## src/rtl/uart_pkg.sv

```systemverilog
// Shared constants for uart_16450_lite: register addresses, LSR/IER bit indices,
// IIR codes, TX/RX state encodings and the IIR priority encoder.
package uart_pkg;

    localparam logic [2:0] ADDR_RBR_THR = 3'd0;
    localparam logic [2:0] ADDR_IER     = 3'd1;
    localparam logic [2:0] ADDR_IIR     = 3'd2;
    localparam logic [2:0] ADDR_LCR     = 3'd3;
    localparam logic [2:0] ADDR_MCR     = 3'd4;
    localparam logic [2:0] ADDR_LSR     = 3'd5;
    localparam logic [2:0] ADDR_MSR     = 3'd6;
    localparam logic [2:0] ADDR_SCR     = 3'd7;

    localparam int LSR_DR   = 0;
    localparam int LSR_OE   = 1;
    localparam int LSR_FE   = 3;
    localparam int LSR_THRE = 5;
    localparam int LSR_TEMT = 6;

    localparam int IER_ERBFI = 0;
    localparam int IER_ETBEI = 1;
    localparam int IER_ELSI  = 2;

    localparam int LCR_DLAB = 7;
    localparam int MCR_LOOP = 4;

    localparam logic [7:0] IIR_NONE = 8'h01;
    localparam logic [7:0] IIR_THRE = 8'h02;
    localparam logic [7:0] IIR_RDA  = 8'h04;
    localparam logic [7:0] IIR_RLS  = 8'h06;

    typedef enum logic [1:0] {TX_IDLE, TX_START, TX_DATA, TX_STOP} tx_state_e;
    typedef enum logic [1:0] {RX_IDLE, RX_START, RX_DATA, RX_STOP} rx_state_e;

    // Highest-priority pending cause wins.
    function automatic logic [7:0] iir_encode(input logic [2:0] ier,
                                              input logic       oe,
                                              input logic       fe,
                                              input logic       dr,
                                              input logic       thre_pend);
        if (ier[IER_ELSI] && (oe || fe))
            return IIR_RLS;
        else if (ier[IER_ERBFI] && dr)
            return IIR_RDA;
        else if (ier[IER_ETBEI] && thre_pend)
            return IIR_THRE;
        else
            return IIR_NONE;
    endfunction

endpackage

```

## src/rtl/uart_baud_gen.sv

```systemverilog
// 16x baud tick generator: down-counter reloading with divisor-1, one-cycle tick at zero.
// Divisor 0 stops the ticks; reload_i forces a fresh count from the current divisor.
module uart_baud_gen (
    input  logic        clk,
    input  logic        rst_n,
    input  logic [15:0] divisor_i,
    input  logic        reload_i,
    output logic        tick_o,
    output logic        run_o
);

    logic [15:0] cnt_q, cnt_d;

    assign run_o  = (divisor_i != 16'd0);
    assign tick_o = run_o && (cnt_q == 16'd0);

    always_comb begin
        cnt_d = cnt_q;
        if (reload_i)
            cnt_d = divisor_i - 16'd1;
        else if (run_o)
            cnt_d = (cnt_q == 16'd0) ? (divisor_i - 16'd1) : (cnt_q - 16'd1);
    end

    always_ff @(posedge clk) begin
        if (!rst_n)
            cnt_q <= 16'd0;
        else
            cnt_q <= cnt_d;
    end

endmodule

```

## src/rtl/uart_16450_lite.sv

```systemverilog
// 16450-subset UART, fixed 8N1, with baud divisor, level IRQ and combinational register reads.
// Define UART_LOOPBACK_EN to make MCR[4] loop the TX shifter back into RX and hold txd high.
//
// state    | meaning
// IDLE     | TX: waiting for a pending THR byte / RX: hunting for a low sample
// START    | TX: driving start bit / RX: waiting to re-check the start bit mid-bit
// DATA     | TX: shifting out 8 bits LSB first / RX: sampling 8 bits LSB first
// STOP     | TX: driving stop bit / RX: waiting for the stop-bit sample
module uart_16450_lite
    import uart_pkg::*;
#(
    parameter logic [15:0] DIV_RESET   = 16'd0,
    parameter int          SYNC_STAGES = 2
) (
    input  logic       clk,
    input  logic       rst_n,
    input  logic [2:0] addr,
    input  logic [7:0] wdata,
    output logic [7:0] rdata,
    input  logic       we,
    input  logic       re,
    input  logic       rxd,
    output logic       txd,
    output logic       irq
);

    logic [7:0] dll_q, dlm_q, lcr_q, scr_q;
    logic [3:0] ier_q;
    logic [4:0] mcr_q;
    logic       reload_q;
    logic       irq_q;

    logic [7:0] thr_q, thr_d, rbr_q, rbr_d;
    logic       dr_q, dr_d, oe_q, oe_d, fe_q, fe_d;
    logic       thre_q, thre_d, temt_q, temt_d;
    logic       thre_pend_q, thre_pend_d;

    tx_state_e  tx_state_q, tx_state_d;
    logic [7:0] tsr_q, tsr_d;
    logic [3:0] tx_tcnt_q, tx_tcnt_d;
    logic [2:0] tx_bcnt_q, tx_bcnt_d;
    logic       tx_load;

    rx_state_e  rx_state_q, rx_state_d;
    logic [7:0] rsr_q, rsr_d;
    logic [3:0] rx_tcnt_q, rx_tcnt_d;
    logic [2:0] rx_bcnt_q, rx_bcnt_d;
    logic       rx_done, rx_stop_bad;

    logic [SYNC_STAGES-1:0] sync_q;
    logic       rx_sync, rx_in, tx_serial;
    logic       tick, baud_run;
    logic       dlab;
    logic       wr_thr, wr_dll, wr_dlm, wr_ier, wr_lcr, wr_mcr, wr_scr;
    logic       rd_rbr, rd_lsr, rd_iir;
    logic [7:0] iir, lsr;

    assign dlab   = lcr_q[LCR_DLAB];
    assign wr_thr = we && (addr == ADDR_RBR_THR) && !dlab;
    assign wr_dll = we && (addr == ADDR_RBR_THR) && dlab;
    assign wr_ier = we && (addr == ADDR_IER) && !dlab;
    assign wr_dlm = we && (addr == ADDR_IER) && dlab;
    assign wr_lcr = we && (addr == ADDR_LCR);
    assign wr_mcr = we && (addr == ADDR_MCR);
    assign wr_scr = we && (addr == ADDR_SCR);
    assign rd_rbr = re && (addr == ADDR_RBR_THR) && !dlab;
    assign rd_lsr = re && (addr == ADDR_LSR);
    assign rd_iir = re && (addr == ADDR_IIR);

    uart_baud_gen u_baud (
        .clk       (clk),
        .rst_n     (rst_n),
        .divisor_i ({dlm_q, dll_q}),
        .reload_i  (reload_q),
        .tick_o    (tick),
        .run_o     (baud_run)
    );

    always_ff @(posedge clk) begin
        if (!rst_n) begin
            dll_q    <= DIV_RESET[7:0];
            dlm_q    <= DIV_RESET[15:8];
            ier_q    <= '0;
            lcr_q    <= '0;
            mcr_q    <= '0;
            scr_q    <= '0;
            reload_q <= 1'b0;
            sync_q   <= '1;
        end else begin
            // Delayed one cycle so the counter reloads from the newly written divisor.
            reload_q <= wr_dll || wr_dlm;
            sync_q   <= {sync_q[SYNC_STAGES-2:0], rxd};
            if (wr_dll) dll_q <= wdata;
            if (wr_dlm) dlm_q <= wdata;
            if (wr_ier) ier_q <= wdata[3:0];
            if (wr_lcr) lcr_q <= wdata;
            if (wr_mcr) mcr_q <= wdata[4:0];
            if (wr_scr) scr_q <= wdata;
        end
    end

    assign rx_sync   = sync_q[SYNC_STAGES-1];
    assign tx_serial = (tx_state_q == TX_START) ? 1'b0 :
                       (tx_state_q == TX_DATA)  ? tsr_q[0] : 1'b1;

`ifdef UART_LOOPBACK_EN
    assign txd   = mcr_q[MCR_LOOP] ? 1'b1 : tx_serial;
    assign rx_in = mcr_q[MCR_LOOP] ? tx_serial : rx_sync;
`else
    assign txd   = tx_serial;
    assign rx_in = rx_sync;
`endif

    always_comb begin
        tx_state_d = tx_state_q;
        tsr_d      = tsr_q;
        tx_tcnt_d  = tx_tcnt_q;
        tx_bcnt_d  = tx_bcnt_q;
        thr_d      = thr_q;
        thre_d     = thre_q;
        temt_d     = temt_q;
        tx_load    = 1'b0;
        case (tx_state_q)
            TX_IDLE: tx_load = baud_run && !thre_q;
            TX_START: begin
                if (tick) begin
                    if (tx_tcnt_q == 4'd0) begin
                        tx_state_d = TX_DATA;
                        tx_tcnt_d  = 4'd15;
                        tx_bcnt_d  = 3'd7;
                    end else begin
                        tx_tcnt_d = tx_tcnt_q - 4'd1;
                    end
                end
            end
            TX_DATA: begin
                if (tick) begin
                    if (tx_tcnt_q == 4'd0) begin
                        tx_tcnt_d = 4'd15;
                        tsr_d     = {1'b0, tsr_q[7:1]};
                        if (tx_bcnt_q == 3'd0)
                            tx_state_d = TX_STOP;
                        else
                            tx_bcnt_d = tx_bcnt_q - 3'd1;
                    end else begin
                        tx_tcnt_d = tx_tcnt_q - 4'd1;
                    end
                end
            end
            TX_STOP: begin
                if (tick) begin
                    if (tx_tcnt_q == 4'd0) begin
                        if (!thre_q) begin
                            tx_load = 1'b1;
                        end else begin
                            tx_state_d = TX_IDLE;
                            temt_d     = 1'b1;
                        end
                    end else begin
                        tx_tcnt_d = tx_tcnt_q - 4'd1;
                    end
                end
            end
            default: tx_state_d = TX_IDLE;
        endcase
        if (tx_load) begin
            tx_state_d = TX_START;
            tsr_d      = thr_q;
            tx_tcnt_d  = 4'd15;
            thre_d     = 1'b1;
            temt_d     = 1'b0;
        end
        // A write in the same cycle as a load becomes the next pending byte.
        if (wr_thr) begin
            thr_d  = wdata;
            thre_d = 1'b0;
        end
    end

    always_comb begin
        rx_state_d  = rx_state_q;
        rsr_d       = rsr_q;
        rx_tcnt_d   = rx_tcnt_q;
        rx_bcnt_d   = rx_bcnt_q;
        rx_done     = 1'b0;
        rx_stop_bad = 1'b0;
        case (rx_state_q)
            RX_IDLE: begin
                if (tick && !rx_in) begin
                    rx_state_d = RX_START;
                    rx_tcnt_d  = 4'd7;
                end
            end
            RX_START: begin
                if (tick) begin
                    if (rx_tcnt_q == 4'd0) begin
                        if (rx_in) begin
                            rx_state_d = RX_IDLE;
                        end else begin
                            rx_state_d = RX_DATA;
                            rx_tcnt_d  = 4'd15;
                            rx_bcnt_d  = 3'd7;
                        end
                    end else begin
                        rx_tcnt_d = rx_tcnt_q - 4'd1;
                    end
                end
            end
            RX_DATA: begin
                if (tick) begin
                    if (rx_tcnt_q == 4'd0) begin
                        rx_tcnt_d = 4'd15;
                        rsr_d     = {rx_in, rsr_q[7:1]};
                        if (rx_bcnt_q == 3'd0)
                            rx_state_d = RX_STOP;
                        else
                            rx_bcnt_d = rx_bcnt_q - 3'd1;
                    end else begin
                        rx_tcnt_d = rx_tcnt_q - 4'd1;
                    end
                end
            end
            RX_STOP: begin
                if (tick) begin
                    if (rx_tcnt_q == 4'd0) begin
                        rx_done     = 1'b1;
                        rx_stop_bad = !rx_in;
                        rx_state_d  = RX_IDLE;
                    end else begin
                        rx_tcnt_d = rx_tcnt_q - 4'd1;
                    end
                end
            end
            default: rx_state_d = RX_IDLE;
        endcase
    end

    assign iir = iir_encode(ier_q[2:0], oe_q, fe_q, dr_q, thre_pend_q);

    always_comb begin
        rbr_d       = rbr_q;
        dr_d        = dr_q;
        oe_d        = oe_q;
        fe_d        = fe_q;
        thre_pend_d = thre_pend_q;
        if (rd_rbr) dr_d = 1'b0;
        if (rd_lsr) begin
            oe_d = 1'b0;
            fe_d = 1'b0;
        end
        // A load colliding with an RBR read keeps DR and is not an overrun.
        if (rx_done) begin
            rbr_d = rsr_q;
            dr_d  = 1'b1;
            if (dr_q && !rd_rbr) oe_d = 1'b1;
            if (rx_stop_bad)     fe_d = 1'b1;
        end
        if (wr_thr || (rd_iir && (iir == IIR_THRE)))
            thre_pend_d = 1'b0;
        if ((!thre_q && thre_d) || (wr_ier && wdata[IER_ETBEI] && !ier_q[IER_ETBEI] && thre_q))
            thre_pend_d = 1'b1;
    end

    always_ff @(posedge clk) begin
        if (!rst_n) begin
            tx_state_q  <= TX_IDLE;
            tsr_q       <= '0;
            tx_tcnt_q   <= '0;
            tx_bcnt_q   <= '0;
            thr_q       <= '0;
            thre_q      <= 1'b1;
            temt_q      <= 1'b1;
            rx_state_q  <= RX_IDLE;
            rsr_q       <= '0;
            rx_tcnt_q   <= '0;
            rx_bcnt_q   <= '0;
            rbr_q       <= '0;
            dr_q        <= 1'b0;
            oe_q        <= 1'b0;
            fe_q        <= 1'b0;
            thre_pend_q <= 1'b0;
            irq_q       <= 1'b0;
        end else begin
            tx_state_q  <= tx_state_d;
            tsr_q       <= tsr_d;
            tx_tcnt_q   <= tx_tcnt_d;
            tx_bcnt_q   <= tx_bcnt_d;
            thr_q       <= thr_d;
            thre_q      <= thre_d;
            temt_q      <= temt_d;
            rx_state_q  <= rx_state_d;
            rsr_q       <= rsr_d;
            rx_tcnt_q   <= rx_tcnt_d;
            rx_bcnt_q   <= rx_bcnt_d;
            rbr_q       <= rbr_d;
            dr_q        <= dr_d;
            oe_q        <= oe_d;
            fe_q        <= fe_d;
            thre_pend_q <= thre_pend_d;
            irq_q       <= ~iir[0];
        end
    end

    assign irq = irq_q;

    always_comb begin
        lsr           = 8'h00;
        lsr[LSR_DR]   = dr_q;
        lsr[LSR_OE]   = oe_q;
        lsr[LSR_FE]   = fe_q;
        lsr[LSR_THRE] = thre_q;
        lsr[LSR_TEMT] = temt_q;
    end

    always_comb begin
        rdata = 8'h00;
        case (addr)
            ADDR_RBR_THR: rdata = dlab ? dll_q : rbr_q;
            ADDR_IER:     rdata = dlab ? dlm_q : {4'b0000, ier_q};
            ADDR_IIR:     rdata = iir;
            ADDR_LCR:     rdata = lcr_q;
            ADDR_MCR:     rdata = {3'b000, mcr_q};
            ADDR_LSR:     rdata = lsr;
            ADDR_MSR:     rdata = 8'h00;
            ADDR_SCR:     rdata = scr_q;
            default:      rdata = 8'h00;
        endcase
    end

endmodule

```

## config.mk

```make
export PLATFORM = sky130hd
export DESIGN_NAME = uart_16450_lite
export DESIGN_NICKNAME = d
export VERILOG_FILES = /design/src/rtl/uart_pkg.sv /design/src/rtl/uart_baud_gen.sv /design/src/rtl/uart_16450_lite.sv
export SDC_FILE = /design/constraint.sdc
export NUM_CORES = 1
export LEC_CHECK = 0
export BUFFER_PORTS_ARGS = -buffer_cell sky130_fd_sc_hd__buf_2
export CAP_MARGIN = 10
export CELL_PAD_IN_SITES_DETAIL_PLACEMENT = 1
export CELL_PAD_IN_SITES_GLOBAL_PLACEMENT = 1
export CORE_UTILIZATION = 45
export CTS_CLUSTER_DIAMETER = 80
export DETAILED_ROUTE_END_ITERATION = 10
export PLACE_DENSITY_LB_ADDON = 0.1
export RECOVER_POWER = 50
export SLEW_MARGIN = 20
export SYNTH_ARGS = -nofsm -noshare
export SYNTH_HDL_FRONTEND = slang
export SYNTH_SLANG_ARGS = --single-unit
```

## constraint.sdc

```tcl
create_clock -name clk -period 2.8 [get_ports clk]
set_clock_uncertainty 0.05 [all_clocks]
set_input_delay 0.14 -clock clk [delete_from_list [all_inputs] [get_ports clk]]
set_output_delay 0.14 -clock clk [all_outputs]
set_load 0.02 [all_outputs]
```

After elaboration in Yosys (flattened, before gate mapping)
Index checks and enable logic that the tools add are counted.

storage, ports and cells
  bits in registers = 117
  input bits = 16
  output and inout port bits = 10
  word-level logic and storage cells = 238

cells by class
  $add $sub $neg = 6
  equal/unequal tests = 45
  multiplexer cells = 90
  bitwise gates (word level) = 2
  reduce and logical (&&, ||, !) cells = 68

operator list
  operator                                               number
  case mux 8 bit (8 select lines)                        1
  two-way mux 4 bit                                      13
  two-way mux 16 bit                                     3
  two-way mux 8 bit                                      6
  two-way mux 3 bit                                      13
  two-way mux 2 bit                                      18
  inequality test 2 bit, second input constant           17
  subtractor 16 x 1 -> 16 bit, second input constant     2
  two-way mux 1 bit                                      29
  logical AND 1 bit                                      25
  inequality test 3 bit, second input constant           7
  nonzero test 2 bit                                     10
  AND reduction 9 bit                                    2
  zero test 16 bit                                       1
  case mux 4 bit (4 select lines)                        1
  nonzero test 16 bit                                    1
  equality test 3 bit, second input constant             4
  case mux 3 bit (2 select lines)                        2
  AND reduction 6 bit                                    2
  zero test 3 bit                                        3
  inequality test 3 x 2 -> 1 bit, second input constant  3
  equality test 2 bit, second input constant             4
  equality test 8 x 2 -> 1 bit, second input constant    1
  zero test 4 bit                                        2
  other kinds (22)                                       41

Depth between registers and ports, before layout
  depth after elaboration = 9
  mapped depth = 9
  mapped depth without buffers = 8

Cells and area by module
Synthesis repeated with hierarchy kept, for this count alone.

second synthesis, totals
  cells, all modules = 778
  area total of the unflattened synthesis = 6384.9 µm²

modules (own cells, without submodules)
  module           instances  cells each  area each (µm²)
  uart_16450_lite  1          588         4999.8
  uart_baud_gen    1          190         1385.1

Least setup slack after synthesis
Ideal clock, no wire load.

  path type = register to register
  start point = register tx_state_q[0]
  end point = register thre_pend_q
  data arrival time = 2.162 ns
  slack = 0.513 ns
  stages on the path, launching flop included = 8
  period minus slack after synthesis = 2.287 ns
  cell sequence = dfxtp_1 > inv_1 > ha_1 > or2_2 > o41a_1 > buf_2 > or4_1 > a31oi_1

on the way
  word-level cells in the longest chain between the ends = 7
  elaborated cells between the ends (all ways) = 9
  classes of those cells = eq/ne: 1; mux: 4; reduce/logical: 4

ends and longest elaborated chain
  what                                                     RTL line                RTL
  start, declared                                          uart_16450_lite.sv:38   tx_state_e tx_state_q, tx_state_d;
  start signal, assigned                                   uart_16450_lite.sv:284  tx_state_q <= tx_state_d;
  equality test 2 bit or zero test 2 bit (tied branches)   uart_16450_lite.sv:123  case (tx_state_q)
  case mux 1 bit (2 select lines) *                        uart_16450_lite.sv:123
  two-way mux 1 bit *                                      uart_16450_lite.sv:166  if (tx_load) begin
  two-way mux 1 bit *                                      uart_16450_lite.sv:174  if (wr_thr) begin
  logical AND 1 bit *                                      uart_16450_lite.sv:260  if ((!thre_q && thre_d) || (wr_ier && wdata[IER_ETBEI] && !ier_q[IER_ETBEI] && thre_q))
  logical OR 1 bit *                                       uart_16450_lite.sv:260
  two-way mux 1 bit or nonzero test 2 bit (tied branches)  n/a
  end signal, assigned                                     uart_16450_lite.sv:299  thre_pend_q <= thre_pend_d;
  end, declared                                            uart_16450_lite.sv:36   logic thre_pend_q, thre_pend_d;

Every way passes the cells marked *; elsewhere a longest branch is shown, timed or not.
A chain may end at the register's enable or synchronous reset.

Worst setup path in the final report
Ends and elaborated chain as after synthesis.

==> results.md <==
* CP Buf/Inv Count at 1
* Kind of critical path: flip-flop to flip-flop
* Synth warn at 0
* Post-DP Area at 6750 um2
* CTS resizes at 0
* Post-synth top cells: nand2_1, dfxtp_1, a21oi_1
* GPL Wtd Cong at a little under 0.9
* Layout net count at 849
* DIE WIDTH at 121 um
* Sw frac at between 20 and 30%
* Drt via density at 6.09
* Worst VDD drop at 469 uV
* Post-synth top area share at between 30 and 40%
* Grt ovf at 0
* Dominant synthesized flop cell: dfxtp_1
* Worst path top cell family by delay: simple AND/OR/NAND/NOR gates
* CTS tree: built
* Seq/Total Area, Yosys at 36.5%
* Seq cells post-synth at 117
* Clock Path Buffers at 2
* Die ar. at 14,700 um2
* Initial Util at roughly 46%
* Area occupied by multi-input gates at 3770 um2
* Share of cells above drive strength 1 at about an eighth
* TritonRoute pass-1 iters at 5
* Largest Register: u_baud.cnt_q
* CTS H-tree lvls at 4
* Largest net degree at the start of global routing at 48
* Outcome: finished, final reports clean
* Fmax at 389 MHz
* Worst EP arrival at around 2800 ps
* Syn Std Cell Area at between 6000 and 7000 um2
* I/O Buffers at 25
* Period utilization at 91.8%
* Reg area at around 2300 um2
* Count leader, synth: nand2_1
* Setup tns final at 0 ps
* # DRC at 0
* CTS root buf: clkbuf_16
* Crit-path slowest cell: or4_1
* Reg clk slew, reported paths at 60 ps
* Area grow syn2layout at 14.2%
* Comb power frac at roughly an eighth
* EDFF count, synth at 0
* Sequential Power Share at about two fifths
* # Post-CTS Setup Buffers at 0
* Initial antenna violation count at 0
* Rel. slew slack at 24.9%
* # setup viols final at 0
* WL final at 20.3 mm
* Max FFs per register at 16
* Crit path cell chain: inv_1, ha_1, or2_2, o41a_1, or4_1, a31oi_1
* Crit Path Max Fanout at 10
* Final instance area at approximately 7300 um2
* Maxcap violations at 0
* Clk pwr share at between 40% and 50%
* RSZ-0062 raised after global routing: no
* Mapped Nets at 830
* DPL Wire Length at between 10 and 15 mm
* All-Layer GR Usage at 28.9%
* Initial DRC Count at 404
* Hold buffers post-CTS at 4
* CP Capture Type: flip-flop
* Final worst path period need at 2570 ps
* Routed Antenna Nets at 0
* Post-Syn Instances at 791
* IO Pins at 26
* Worst Path Required at 3070 ps
* Vias in the first global route at 6,371
* Pins Over Slew Limit at 0
* Pwr/cell area at ~600 nW/um2
* CP peak stage delay at 530 ps
* Clock buffer count from CTS at 17
* Internal Pwr Total at 3.17 mW
* HP Class: primary input to flip-flop
* P_leak at between 2 and 3 nW
* Synth area leaders: dfxtp_1, nand2_1, mux2i_1
* Async S/R FF share, synth at 0%
* Yosys cell types at 66
* Synth Area per Inst at 8.11 um2
* CP Launch Type: flip-flop
* Total core area at 13,900 um2
* Via count at 6,113
* First-pass GRT wire length at 32.9 mm
* Yosys top cell by area: dfxtp_1
* Slew of the pin with the lowest slew margin at 1120 ps
* P_sw at 1.21 mW
* WL/cell at 20.2 um
* Row Count at 43
* Die height at 121 um
* Later-pin clock latency in the skew report at around 420 ps
* Hold Fails Final Rpt at 0
* Diode count at 0
* Fillers at 1,687
* Clk sinks at 117
tightest hold or removal path: stages:
cell     delay, ps
buf_2          150
nand2_1         70
a21oi_1         60
cells by family (layout without fill, tap and decap cells):
group	Yosys count	count (layout)	share of synthesized area, %
mux	46	46	7.50
flops	117	117	36.5
fa+ha+maj	23	23	4.48
buf+inv	76	108	4.62
xor+xnor	12	12	1.64
simple gates	321	321	25.8
compound gates	196	196	19.5
through the flow:
step                      util (%)  setup slack [ps]  std cells  hold slack, ps  total power, mW
final                         52.8               230       1003            9.81             4.38
after global routing          52.8              58.5       1003            7.13             4.54
after CTS                     53.1               259       1003            4.66             4.41
after detailed placement      48.6               273        967             286             2.27
after global placement        48.6               422        967             274             2.25
after floorplan                  -               513        791             191             2.10
final cells by class:
type,count,share of cell area (%)
timing repair buffer,52,4.39
multi-input combinational,598,51.4
clock buffer,18,5.86
tap,180,3.07
sequential,117,32.0
inverter,24,1.23
clock inverter,14,2.08
power by group through the flow:
stage / logic [mW] / clock network [mW] / registers [mW]
floorplan: 0.360 / 0 / 1.74
global placement: 0.502 / 0 / 1.75
detailed placement: 0.520 / 0 / 1.75
CTS: 0.530 / 2.17 / 1.71
global route: 0.572 / 2.25 / 1.72
finish: 0.528 / 2.14 / 1.72
cell usage in the layout (no fill, tap or decap), types with 17 or more instances in the layout:
cell,synthesis,layout
mux2i_1,38,38
inv_1,23,24
o21ai_0,33,33
nor2_1,50,50
dfxtp_1,117,117
a21oi_1,73,73
buf_2,8,20
clkbuf_16,0,17
nand3_1,32,32
nor3_1,25,26
buf_4,0,20
nand2_1,130,130
ha_1,23,23
metal layers:
layer / track usage (%) / vias to the layer above / routed length [um]
li1: - / 2915 / -
met1: 34.7 / 2992 / 8680
met2: 49.5 / 162 / 9930
met3: 5.64 / 44 / 977
met4: 13.2 / 0 / 666
met5: 0 / - / 0
worst paths after layout:
check | end | slack, ps | cells past startpoint | start
max reg2reg | thre_pend_q | 230 | 6 | tx_state_q[0]
max | thre_pend_q | 230 | 6 | tx_state_q[0]
min | dll_q[7] | 10 | 3 | wdata[7]
min reg2reg | sync_q[1] | 360 | 1 | sync_q[0]
Power figures use the tool's default switching activity.
